File: src/rtl/apb4_slave_ws_pkg.sv
// Shared types and constants for the APB4 wait-state completer.
package apb4_slave_ws_pkg;

    typedef enum logic {
        ST_IDLE = 1'b0,
        ST_WAIT = 1'b1
    } state_e;

    localparam int unsigned MAX_WAIT = 15;
    localparam int unsigned CNT_W    = 4;

    // Ceiling log2 that is usable in constant expressions.
    function automatic int unsigned clog2(input int unsigned v);
        int unsigned r;
        r = 0;
        for (int unsigned i = 0; i < 32; i++) begin
            if ((32'd1 << i) < v) r = i + 1;
        end
        return r;
    endfunction

endpackage

File: src/rtl/apb4_slave_ws_if.sv
// APB4 requester/completer signal bundle.
interface apb4_slave_ws_if #(
    parameter int unsigned AWD = 16,
    parameter int unsigned DWD = 32
);
    logic [AWD-1:0]   paddr;
    logic             psel;
    logic             penable;
    logic             pwrite;
    logic [DWD-1:0]   pwdata;
    logic [DWD/8-1:0] pstrb;
    logic [DWD-1:0]   prdata;
    logic             pready;
    logic             pslverr;

    modport master (
        output paddr, psel, penable, pwrite, pwdata, pstrb,
        input  prdata, pready, pslverr
    );

    modport slave (
        input  paddr, psel, penable, pwrite, pwdata, pstrb,
        output prdata, pready, pslverr
    );
endinterface

File: src/rtl/apb4_slave_ws_addr_chk.sv
// Window and alignment check; also produces the window-relative address.
module apb4_slave_ws_addr_chk
    import apb4_slave_ws_pkg::*;
#(
    parameter int unsigned    AWD  = 16,
    parameter int unsigned    DWD  = 32,
    parameter logic [AWD-1:0] BASE = '0,
    parameter int unsigned    SPAN = 'h100
) (
    input  logic [AWD-1:0] paddr,
    input  logic           psel,
    input  logic           penable,
    output logic           err_c,
    output logic [AWD-1:0] addr_c
);
    localparam int unsigned    AW1   = AWD + 1;
    localparam int unsigned    LSB   = clog2(DWD / 8);
    localparam logic [AWD-1:0] AMASK = AWD'((32'd1 << LSB) - 32'd1);

    logic [AW1-1:0] off;
    logic           oow;
    logic           mis;

    // One extra bit keeps the borrow, so addresses below BASE wrap high and fail the span test.
    assign off    = AW1'(paddr) - AW1'(BASE);
    assign oow    = off >= AW1'(SPAN);
    assign mis    = (paddr & AMASK) != '0;
    assign err_c  = psel & penable & (oow | mis);
    assign addr_c = off[AWD-1:0];
endmodule

File: src/rtl/apb4_slave_ws.sv
// APB4 completer with programmable read/write wait states, byte strobes,
// window/alignment error response and abort on psel drop.
module apb4_slave_ws
    import apb4_slave_ws_pkg::*;
#(
    parameter int unsigned    AWD   = 16,
    parameter int unsigned    DWD   = 32,
    parameter int unsigned    RWAIT = 2,
    parameter int unsigned    WWAIT = 0,
    parameter logic [AWD-1:0] BASE  = '0,
    parameter int unsigned    SPAN  = 'h100
) (
    input  logic              pclk,
    input  logic              reset,
    apb4_slave_ws_if.slave    bus,
    output logic [AWD-1:0]    addr,
    output logic              wr,
    output logic              rd,
    output logic [DWD-1:0]    wdata,
    output logic [DWD/8-1:0]  wstrb,
    input  logic [DWD-1:0]    rdata
);
    if (!(DWD == 8 || DWD == 16 || DWD == 32 || DWD == 64)) begin : g_bad_dwd
        $fatal(1, "apb4_slave_ws: DWD must be 8, 16, 32 or 64");
    end
    if (RWAIT > MAX_WAIT || WWAIT > MAX_WAIT) begin : g_bad_wait
        $fatal(1, "apb4_slave_ws: RWAIT/WWAIT must not exceed 15");
    end

    localparam logic [CNT_W-1:0] RW = CNT_W'(RWAIT);
    localparam logic [CNT_W-1:0] WW = CNT_W'(WWAIT);

    state_e           state;
    logic [CNT_W-1:0] cnt;
    logic             acc_c;
    logic             err_c;
    logic [CNT_W-1:0] wait_c;

    apb4_slave_ws_addr_chk #(
        .AWD  (AWD),
        .DWD  (DWD),
        .BASE (BASE),
        .SPAN (SPAN)
    ) u_addr_chk (
        .paddr   (bus.paddr),
        .psel    (bus.psel),
        .penable (bus.penable),
        .err_c   (err_c),
        .addr_c  (addr)
    );

    assign acc_c  = bus.psel & bus.penable;
    assign wait_c = bus.pwrite ? WW : RW;
    assign wdata  = bus.pwdata;
    assign wstrb  = bus.pwrite ? bus.pstrb : '0;

    // State and wait counter; cnt holds the waits still to go after this cycle.
    always_ff @(posedge pclk) begin
        if (reset) begin
            state <= ST_IDLE;
            cnt   <= '0;
        end else begin
            case (state)
                ST_IDLE: begin
                    if (acc_c && !err_c && wait_c != '0) begin
                        state <= ST_WAIT;
                        cnt   <= wait_c - CNT_W'(1);
                    end
                end
                ST_WAIT: begin
                    if (!bus.psel) begin
                        state <= ST_IDLE;
                        cnt   <= '0;
                    end else if (cnt != '0) begin
                        cnt <= cnt - CNT_W'(1);
                    end else begin
                        state <= ST_IDLE;
                    end
                end
                default: begin
                    state <= ST_IDLE;
                    cnt   <= '0;
                end
            endcase
        end
    end

    // Response and back-end strobes, all forced low while reset is held.
    always_comb begin
        bus.pready  = 1'b0;
        bus.pslverr = 1'b0;
        bus.prdata  = '0;
        wr          = 1'b0;
        rd          = 1'b0;
        if (!reset) begin
            case (state)
                ST_IDLE: begin
                    if (acc_c) begin
                        if (err_c) begin
                            bus.pready  = 1'b1;
                            bus.pslverr = 1'b1;
                        end else begin
                            rd = !bus.pwrite;
                            if (wait_c == '0) begin
                                bus.pready = 1'b1;
                                wr         = bus.pwrite;
                                if (!bus.pwrite) bus.prdata = rdata;
                            end
                        end
                    end
                end
                ST_WAIT: begin
                    if (bus.psel && cnt == '0) begin
                        bus.pready = 1'b1;
                        wr         = bus.pwrite;
                        if (!bus.pwrite) bus.prdata = rdata;
                    end
                end
                default: ;
            endcase
        end
    end
endmodule

File: src/flat_wrapper.sv
// flat-port wrapper written by rule: the top's interface ports become plain ports
module apb4_slave_ws_flat import apb4_slave_ws_pkg::*;
#(
    parameter int unsigned    AWD   = 16,
    parameter int unsigned    DWD   = 32,
    parameter int unsigned    RWAIT = 2,
    parameter int unsigned    WWAIT = 0,
    parameter logic [AWD-1:0] BASE  = '0,
    parameter int unsigned    SPAN  = 'h100
)
  (pclk, reset, addr, wr, rd, wdata, wstrb, rdata, bus_paddr, bus_psel, bus_penable, bus_pwrite, bus_pwdata, bus_pstrb, bus_prdata, bus_pready, bus_pslverr);
  apb4_slave_ws_if #(.AWD(AWD), .DWD(DWD)) bus_i ();
  input  logic pclk;
  input  logic reset;
  output logic [AWD-1:0] addr;
  output logic wr;
  output logic rd;
  output logic [DWD-1:0] wdata;
  output logic [DWD/8-1:0] wstrb;
  input  logic [DWD-1:0] rdata;
  input wire logic [$bits(bus_i.paddr)-1:0] bus_paddr;
  input wire logic [$bits(bus_i.psel)-1:0] bus_psel;
  input wire logic [$bits(bus_i.penable)-1:0] bus_penable;
  input wire logic [$bits(bus_i.pwrite)-1:0] bus_pwrite;
  input wire logic [$bits(bus_i.pwdata)-1:0] bus_pwdata;
  input wire logic [$bits(bus_i.pstrb)-1:0] bus_pstrb;
  output wire logic [$bits(bus_i.prdata)-1:0] bus_prdata;
  output wire logic [$bits(bus_i.pready)-1:0] bus_pready;
  output wire logic [$bits(bus_i.pslverr)-1:0] bus_pslverr;
  assign bus_i.paddr = bus_paddr;
  assign bus_i.psel = bus_psel;
  assign bus_i.penable = bus_penable;
  assign bus_i.pwrite = bus_pwrite;
  assign bus_i.pwdata = bus_pwdata;
  assign bus_i.pstrb = bus_pstrb;
  assign bus_prdata = bus_i.prdata;
  assign bus_pready = bus_i.pready;
  assign bus_pslverr = bus_i.pslverr;
  apb4_slave_ws #(.AWD(AWD), .DWD(DWD), .RWAIT(RWAIT), .WWAIT(WWAIT), .BASE(BASE), .SPAN(SPAN)) u_core (.pclk(pclk), .reset(reset), .bus(bus_i), .addr(addr), .wr(wr), .rd(rd), .wdata(wdata), .wstrb(wstrb), .rdata(rdata));
endmodule
File: config.mk
export PLATFORM = sky130hd
export DESIGN_NAME = apb4_slave_ws_flat
export DESIGN_NICKNAME = d
export VERILOG_FILES = /design/src/rtl/apb4_slave_ws_pkg.sv /design/src/rtl/apb4_slave_ws_if.sv /design/src/rtl/apb4_slave_ws_addr_chk.sv /design/src/rtl/apb4_slave_ws.sv /design/src/flat_wrapper.sv
export SDC_FILE = /design/constraint.sdc
export NUM_CORES = 1
export LEC_CHECK = 0
export CORE_MARGIN = 2
export CORE_UTILIZATION = 20
export CTS_BUF_LIST = sky130_fd_sc_hd__clkbuf_4 sky130_fd_sc_hd__clkbuf_8
export DETAILED_ROUTE_END_ITERATION = 7
export HOLD_SLACK_MARGIN = 0.05
export PLACE_DENSITY = 0.82
export SYNTH_ARGS = -nofsm -noshare
export SYNTH_HDL_FRONTEND = slang
export SYNTH_HIERARCHICAL = 1
export SYNTH_SLANG_ARGS = --single-unit
File: constraint.sdc
create_clock -name pclk -period 1.62 [get_ports pclk]
set_input_delay 0.324 -clock pclk [delete_from_list [all_inputs] [get_ports pclk]]
set_output_delay 0.324 -clock pclk [all_outputs]
set_load 0.05 [all_outputs]
# == Word-level counts from Yosys, hierarchy flattened ==
# Index checks and enable logic that the tools add are counted.
# classes
muxes,37
n_addsub,2
n_eq_ne,2
bitwise,4
magnitude_cmp,1
reduce_logical,11
# ops
cell,count
2-to-1 mux 32 bit,6
case mux 32 bit (2 select lines),1
2-to-1 mux 1 bit,21
"greater-or-equal comparator 16 x 9 -> 1 bit, second input constant",1
2-to-1 mux 4 bit,4
nonzero test 16 bit,1
zero test 4 bit,2
case mux 4 bit (2 select lines),1
nonzero test 4 bit,2
"subtractor 4 x 1 -> 4 bit, second input constant",2
case mux 1 bit (2 select lines),3
logical AND 1 bit,3
"inequality test 3 bit, second input constant",1
bitwise AND 1 bit,2
zero test 1 bit,2
2-to-1 mux 2 bit,1
"inequality test 2 x 1 -> 1 bit, second input constant",1
AND reduction 2 bit,1
inverter 1 bit,1
bitwise OR 1 bit,1
# totals
elab_cells,59
register_bits,5
output_inout_bits,88

# == Longest topological paths before layout ==
# Gate-level depths: netlist (run 1).
# depth
word_depth,8
depth_mapped,6

# == Cells and area by module ==
# The synthesis (run 1) kept the hierarchy.
# modules_own_cells
module,seq_area_each_um2,area_each_um2,cells_per_inst,instances
apb4_slave_ws,100.1,903.4,122,1
apb4_slave_ws_addr_chk,0.0,146.4,21,1

# == Least setup slack after synthesis (run 1) ==
# Ideal clock, no wire load.
# synth_timing
kind,in2out
from,input bus_paddr[11]
to,output bus_pslverr
setup_slack_ns,-0.656
stages,3
arrival_ns,1.952
n_path_buf,0
path_cell_list,nor4_1 > a31oi_1 > nor3b_1
# synth_via
elab_chain_cells,7
# synth_rtl
element,line,text
from (decl),flat_wrapper.sv:21,input wire logic [$bits(bus_i.paddr)-1:0] bus_paddr;
greater-or-equal comparator 16 x 9 -> 1 bit,apb4_slave_ws_addr_chk.sv:26,assign oow = off >= AW1'(SPAN);
bitwise OR 1 bit,apb4_slave_ws_addr_chk.sv:28,assign err_c = psel & penable & (oow | mis);
bitwise AND 1 bit,apb4_slave_ws_addr_chk.sv:28,
via u_core.err_c,apb4_slave_ws.sv:36,logic err_c;
2-to-1 mux 1 bit,apb4_slave_ws.sv:99,if (err_c) begin
2-to-1 mux 1 bit,apb4_slave_ws.sv:98,if (acc_c) begin
2-to-1 mux 1 bit,apb4_slave_ws.sv:96,case (state)
2-to-1 mux 1 bit,apb4_slave_ws.sv:95,if (!reset) begin
to (decl),flat_wrapper.sv:29,output wire logic [$bits(bus_i.pslverr)-1:0] bus_pslverr;
# The timed path passes the listed nets, and every way through them passes these cells.

# == Worst setup path in the final report (run 1) ==
# layout_timing
from,register u_core.cnt[1]
to,output bus_prdata[9]
# layout_via
elab_chain_cells,5
# layout_rtl
element,line,text
from (decl),apb4_slave_ws.sv:34,logic [CNT_W-1:0] cnt;
from (signal assigned),apb4_slave_ws.sv:67,cnt <= wait_c - CNT_W'(1);
from (signal assigned),apb4_slave_ws.sv:75,cnt <= cnt - CNT_W'(1);
zero test 4 bit,apb4_slave_ws.sv:113,if (bus.psel && cnt == '0) begin
logical AND 1 bit,apb4_slave_ws.sv:113,
2-to-1 mux 32 bit,apb4_slave_ws.sv:113,
case mux 32 bit (2 select lines),apb4_slave_ws.sv:96,
2-to-1 mux 32 bit,apb4_slave_ws.sv:95,
to (decl),flat_wrapper.sv:27,output wire logic [$bits(bus_i.prdata)-1:0] bus_prdata;
# No other way between the ends.

==> results of run 1 <==
flip-flops by register name (all words and copies together), names as in the netlist:
name and flops:
u_core/cnt 4, u_core/state 1
kinds of logic (layout without fill, tap and decap cells):
| logic type | count (synthesis) | after routing | share of synthesized area [%] |
|---|---|---|---|
| and+or+nand+nor | 65 | 65 | 37.9 |
| buffers and inverters | 58 | 158 | 38.4 |
| AOI/OAI and AO/OA | 13 | 13 | 11.8 |
| DFF | 5 | 5 | 9.54 |
| adders and majority gates | 2 | 2 | 2.38 |
through the flow:
| stage | setup TNS, ns | worst slack, ns | area, µm² |
|---|---|---|---|
| finish | -12.32 | -0.356 | 2950 |
| floorplan | -0.334 | -0.119 | 1230 |
| detailed placement | -20.97 | -0.665 | 2640 |
| global route | -16.08 | -0.452 | 2950 |
| CTS | -10.65 | -0.348 | 2920 |
| global placement | -19.10 | -0.621 | 2640 |
final timing paths:
check | from | endpoint | slack (ns) | cells past startpoint
worst max-delay path | u_core/cnt[1] | bus_prdata[9] | -0.36 | 8
worst min-delay path | bus_paddr[7] | addr[7] | 0.65 | 0
worst max register to register | u_core/cnt[1] | u_core/cnt[2] | -0.18 | 10
worst min register to register | u_core/cnt[2] | u_core/cnt[2] | 0.67 | 3
layout by cell type (no fill, tap or decap), drive strengths merged:
| cell type | instances |
|---|---|
| o21a | 1 |
| nand3 | 2 |
| o211a | 1 |
| nor3b | 1 |
| nor2b | 1 |
| buf | 107 |
| a32o | 1 |
| o21ai | 2 |
| a211oi | 2 |
| nor4 | 4 |
| a21oi | 3 |
| clkdlybuf4s50 | 36 |
| clkdlybuf4s15 | 2 |
| and4bb | 1 |
| dfxtp | 5 |
| or3 | 1 |
| nor2 | 13 |
| dlygate4sd2 | 3 |
| o32ai | 1 |
| and2 | 36 |
| nand2 | 4 |
| inv | 5 |
| nor3 | 1 |
| a31oi | 1 |
| a221oi | 1 |
| nand3b | 1 |
| clkbuf | 5 |
| ha | 2 |
where the power goes:
group | switching [mW] | internal, mW
registers | 0.00526 | 0.131
clock network | 0.0609 | 0.186
logic | 0.245 | 0.331
total | 0.311 | 0.647
area by class of cell:
cell class / instances / area, µm² / share of cell area (%)
Multi-Input combinational cell: 80 / 782 / 26.5
Sequential cell: 5 / 104 / 3.52
Inverter: 5 / 18.8 / 0.636
Timing Repair Buffer: 149 / 1910 / 64.7
Tap cell: 70 / 87.6 / 2.97
Clock buffer: 4 / 48.8 / 1.65
metal layers:
metal	vias up	wire, µm	part of all wire, %
met3	2	268	5.7
li1	612	-	-
met2	53	2750	59
met1	627	1650	35
met5	-	0	0
met4	0	18	0.38
critical path, stage by stage (launching register included):
cell and delay (ns):
dfxtp_2 0.31, inv_2 0.07, ha_4 0.15, nand2_4 0.06
nor4_4 0.22, buf_4 0.18, buf_16 0.14, and2_4 0.16
buf_12 0.13
timing repair:
item | 4_1_cts | 5_1_grt
pin swaps | 27 | 10
endpoints found under the hold margin | 0 | 0
setup endpoints to repair | 45 | 40
hold buffers | 0 | 0
gates resized for setup | 70 | 11
gates cloned | 2 | 0
buffers inserted | 13 | 7
==> flow_metrics.tcl, run 1 <==
set metrics [dict create \
    clockRootBuffer "clkbuf_8" \
    cts_inserted_buffers 3 \
    worstSkewPairLatency_ns 0.22 \
    antenna_found_initial 0 \
    whs_ns 0.648 \
    synth_top_cell_area_share_pct 34.3 \
    postSynthCellCount 143 \
    ir_worst_vdd_mv 0.253 \
    critPathMaxFanout 16 \
    htreeDepth 1 \
    clkSlewWorstSetupHoldPaths_ns 0.03 \
    final_core_util_pct 58.2 \
    period_share_pct 122 \
    synth_common_cells "buf_4 (48), and2_1 (36), nor2_1 (13), dfxtp_1 (5), inv_1 (5)" \
    wl_um 4680 \
    leakage_nw 1.25 \
    yosysMostFrequentCell "buf_4" \
    clock-sinks 5 \
    track_usage_pct 16.3 \
    drive_gt1_share_pct 74.1 \
    async_flop_share_pct 0 \
    die_h_um 76.5 \
    tightest_slew_ns 0.323 \
    synth_flop_cell "dfxtp_1" \
    ys_ff_latch 5 \
    required_ns 1.30 \
    nets 335 \
    start_util_pct 20.7 \
    drt-wirelength-per-cell_um 15.0 \
    syn_nets 234 \
    synth_area_per_cell_um2 7.34 \
    ant_nets 0 \
    use_met3_pct 4.27 \
    dieArea_mm2 0.00584 \
    max_freq_mhz 506 \
    drt_iter0_markers 12 \
    yosys.area.top_type "buf_4" \
    crit_type "flip-flop to primary output" \
    finalNonFillerCells 313 \
    crit_path_start_kind "flip-flop" \
    max_cap_viol_count 0 \
    seq_area_frac_synth_pct 9.54 \
    cp_data_arrival_time_ns 1.65 \
    route.vias.total 1294 \
    yosysUniqueCellTypes 28 \
    synth_edf_count 0 \
    clock_skew_ns 0.00136 \
    ys_warn_count 6 \
    min_period_ns 1.98 \
    slew_headroom_pct 78.3 \
    power.density_mw_per_mm2 324 \
    dp_hpwl_um 3640 \
    grt_pass1_vias 1436 \
    n_antenna_cell 0 \
    min_path_type "input pin to primary output" \
    ios 177 \
    grt_pass1_wl_um 7530 \
    rsz0062_at_grt "yes" \
    final-hold-violation-count 0 \
    die_x_um 76.5 \
    outcome "finished, violations left" \
    synthTopCellsByArea "buf_4 (34%), and2_1 (21%), dfxtp_1 (9.5%)" \
    grt_use_met2_pct 32.7 \
    num_rows 26 \
    setup_violations 40 \
    gp_congestion 0.768 \
    portBuffers 100 \
    grt_busiest_layer "met2" \
    violations "negative setup slack" \
    clk_path_buf_depth 2 \
    netlist_area_mm2 0.00105 \
    first_pass_iters 4 \
    place_inst 290 \
    slew_viol_final 0 \
    grt_overflow 0 \
    tritoncts "done" \
    core_mm2 0.00507 \
    layout_setup_ws_ns -0.356 \
    area_growth_pct 181 \
    drc_errors 0 \
    viasPerCell 4.13 \
    fill_cells 412 \
    endpoint_kind "primary output" \
    grtUsageMet1_pct 16.5 \
    p_total_mw 0.957 \
    grt_max_degree 17 \
]
Note: power is estimated with default switching activity, not from simulation.
==> inputs of run 2 (changes only) <==
--- a/config.mk
+++ b/config.mk
@@ -11,6 +11,7 @@
 export DETAILED_ROUTE_END_ITERATION = 7
 export HOLD_SLACK_MARGIN = 0.05
 export PLACE_DENSITY = 0.82
+export SKIP_CTS_REPAIR_TIMING = 1
 export SYNTH_ARGS = -nofsm -noshare
 export SYNTH_HDL_FRONTEND = slang
 export SYNTH_HIERARCHICAL = 1
==> run 2 against run 1 <==
- the flow still finishes with violations (negative setup slack)
- routed wire length down 3.3%
- highest routed layer unchanged
- clock skew down 0.0013 ns
- total power down 4.9%
- critical endpoint is now bus_prdata[7]
- combinational power down 8.3%
- largest cell class unchanged
- maximum frequency down 0.44%
==> flow_metrics.tcl, run 2 (synthesis gave the netlist of run 1 again) <==
set metrics [dict create \
    clk_path_buf_depth 2 \
    whs_ns 0.603 \
    holdPathStages 3 \
    postLayoutCellArea_mm2 0.00286 \
    period_share_pct 123 \
    drt-wirelength-per-cell_um 14.9 \
    slew_viol_final 0 \
    nets 325 \
    grt_overflow 0 \
    top_regs "u_core/cnt (4), u_core/state (1)" \
    place_inst 290 \
    tightest_slew_ns 0.290 \
    rr_endpoint "u_core/cnt[2]" \
    p_total_mw 0.911 \
    antenna_found_initial 0 \
    power.density_mw_per_mm2 318 \
    dieArea_mm2 0.00584 \
    gp_congestion 0.768 \
    num_rows 26 \
    cts_inserted_buffers 3 \
    largest-register "u_core/cnt" \
    outcome "finished, violations left" \
    slew_headroom_pct 80.5 \
    final_core_util_pct 56.4 \
    layout_setup_ws_ns -0.365 \
    clock_skew_ns 0.0000984 \
    first_pass_iters 3 \
    grt_pass1_vias 1326 \
    setup_violations 39 \
    die_h_um 76.5 \
    grt_max_degree 33 \
    critPathCapture "bus_prdata[7]" \
    final-hold-violation-count 0 \
    mostFrequentLayoutCells "buf_12 (51), clkdlybuf4s50_1 (36), buf_4 (32), and2_4 (32), dlymetal6s2s_1 (9)" \
    worstSkewPairLatency_ns 0.22 \
    violations "negative setup slack" \
    crit_start "u_core/cnt[1]" \
    finalNonFillerCells 303 \
    largest_reg_flops 4 \
    required_ns 1.30 \
    route.vias.total 1251 \
    endpoint_kind "primary output" \
    track_usage_pct 13.9 \
    max_freq_mhz 504 \
    drc_errors 0 \
    die_x_um 76.5 \
    core_mm2 0.00507 \
    cp_data_arrival_time_ns 1.66 \
    rsz0062_at_grt "yes" \
    ios 177 \
    tritoncts "done" \
    clockRootBuffer "clkbuf_8" \
    clock-sinks 5 \
    rrSetupSlack_ns -0.09 \
    r2r_cells 9 \
    max_cap_viol_count 0 \
    leakage_nw 1.27 \
    drt_iter0_markers 18 \
    viasPerCell 4.13 \
    ant_nets 0 \
    area_growth_pct 173 \
    drive_gt1_share_pct 69.5 \
    min_path_type "input pin to flip-flop" \
    min_period_ns 1.98 \
    final_common_cell "buf_12" \
    clkSlewWorstSetupHoldPaths_ns 0.03 \
    n_antenna_cell 0 \
    portBuffers 100 \
    start_util_pct 20.7 \
    wl_um 4530 \
    crit_type "flip-flop to primary output" \
    htreeDepth 1 \
    place_area_mm2 0.00264 \
    critPathMaxFanout 8 \
    rr_startpoint "u_core/cnt[1]" \
    grt_pass1_wl_um 6530 \
    ir_worst_vdd_mv 0.244 \
    crit_path_start_kind "flip-flop" \
    dp_hpwl_um 3640 \
]
[run 2: cell types whose count changed in the layout (fill, tap and decap cells not counted), moves of 3 or more]
cell | previous run | this run
buf_6 | 9 | 4
dlymetal6s2s_1 | 0 | 9
dlygate4sd2_1 | 3 | 0
buf_4 | 41 | 32
buf_2 | 4 | 0
clkbuf_2 | 1 | 5
[run 2: final cells by class]
cell class                 instances  area (µm²)
clock buffer                       4        48.8
tap                               70        87.6
multi-input combinational         80         758
sequential                         5         104
inverter                           5        18.8
timing repair buffer             139        1840
fill                             428        2210
[run 2: metrics by stage]
step                      setup TNS, ns  setup slack, ns
after floorplan                  -0.334           -0.119
after global placement           -19.10           -0.621
after detailed placement         -20.97           -0.665
after CTS                        -19.87           -0.666
after global routing             -14.89           -0.428
final                            -12.23           -0.365
[run 2: power breakdown]
| part | switching [mW] | total [mW] | internal [mW] |
|---|---|---|---|
| Sequential | 0.00483 | 0.135 | 0.131 |
| Clock | 0.0626 | 0.248 | 0.186 |
| Combinational | 0.230 | 0.527 | 0.297 |
[run 2: critical path, stage by stage (launching register included)]
cell and delay (ns):
dfxtp_2 0.31, inv_2 0.07, ha_4 0.16, nand2_4 0.06, nor4_4 0.22, buf_4 0.19
clkbuf_16 0.15, and2_4 0.15, buf_12 0.13
[run 2: worst min-delay path by stage]
stage,startpoint,endpoint
floorplan,bus_psel,u_core/state
global placement,u_core/cnt[3],u_core/cnt[3]
detailed placement,u_core/cnt[2],u_core/cnt[2]
CTS,u_core/cnt[2],u_core/cnt[2]
global route,reset,u_core/cnt[2]
finish,reset,u_core/cnt[2]
[run 2: routing by layer]
layer,vias up,share of wire (%),GRT usage [%]
li1,591,-,-
met2,56,56,28.1
met1,600,37,13.6
met3,4,5.7,4.15
met4,0,0.57,3.09
met5,-,0,0
==> inputs of run 3 (changes only) <==
--- a/config.mk
+++ b/config.mk
@@ -8,10 +8,12 @@
 export CORE_MARGIN = 2
 export CORE_UTILIZATION = 20
 export CTS_BUF_LIST = sky130_fd_sc_hd__clkbuf_4 sky130_fd_sc_hd__clkbuf_8
+export CTS_CLUSTER_DIAMETER = 30
 export DETAILED_ROUTE_END_ITERATION = 7
 export HOLD_SLACK_MARGIN = 0.05
 export PLACE_DENSITY = 0.82
 export SKIP_CTS_REPAIR_TIMING = 1
+export SLEW_MARGIN = 20
 export SYNTH_ARGS = -nofsm -noshare
 export SYNTH_HDL_FRONTEND = slang
 export SYNTH_HIERARCHICAL = 1
==> results of run 3 <==
Final layout, timing and power as in run 2 (identical DEF).
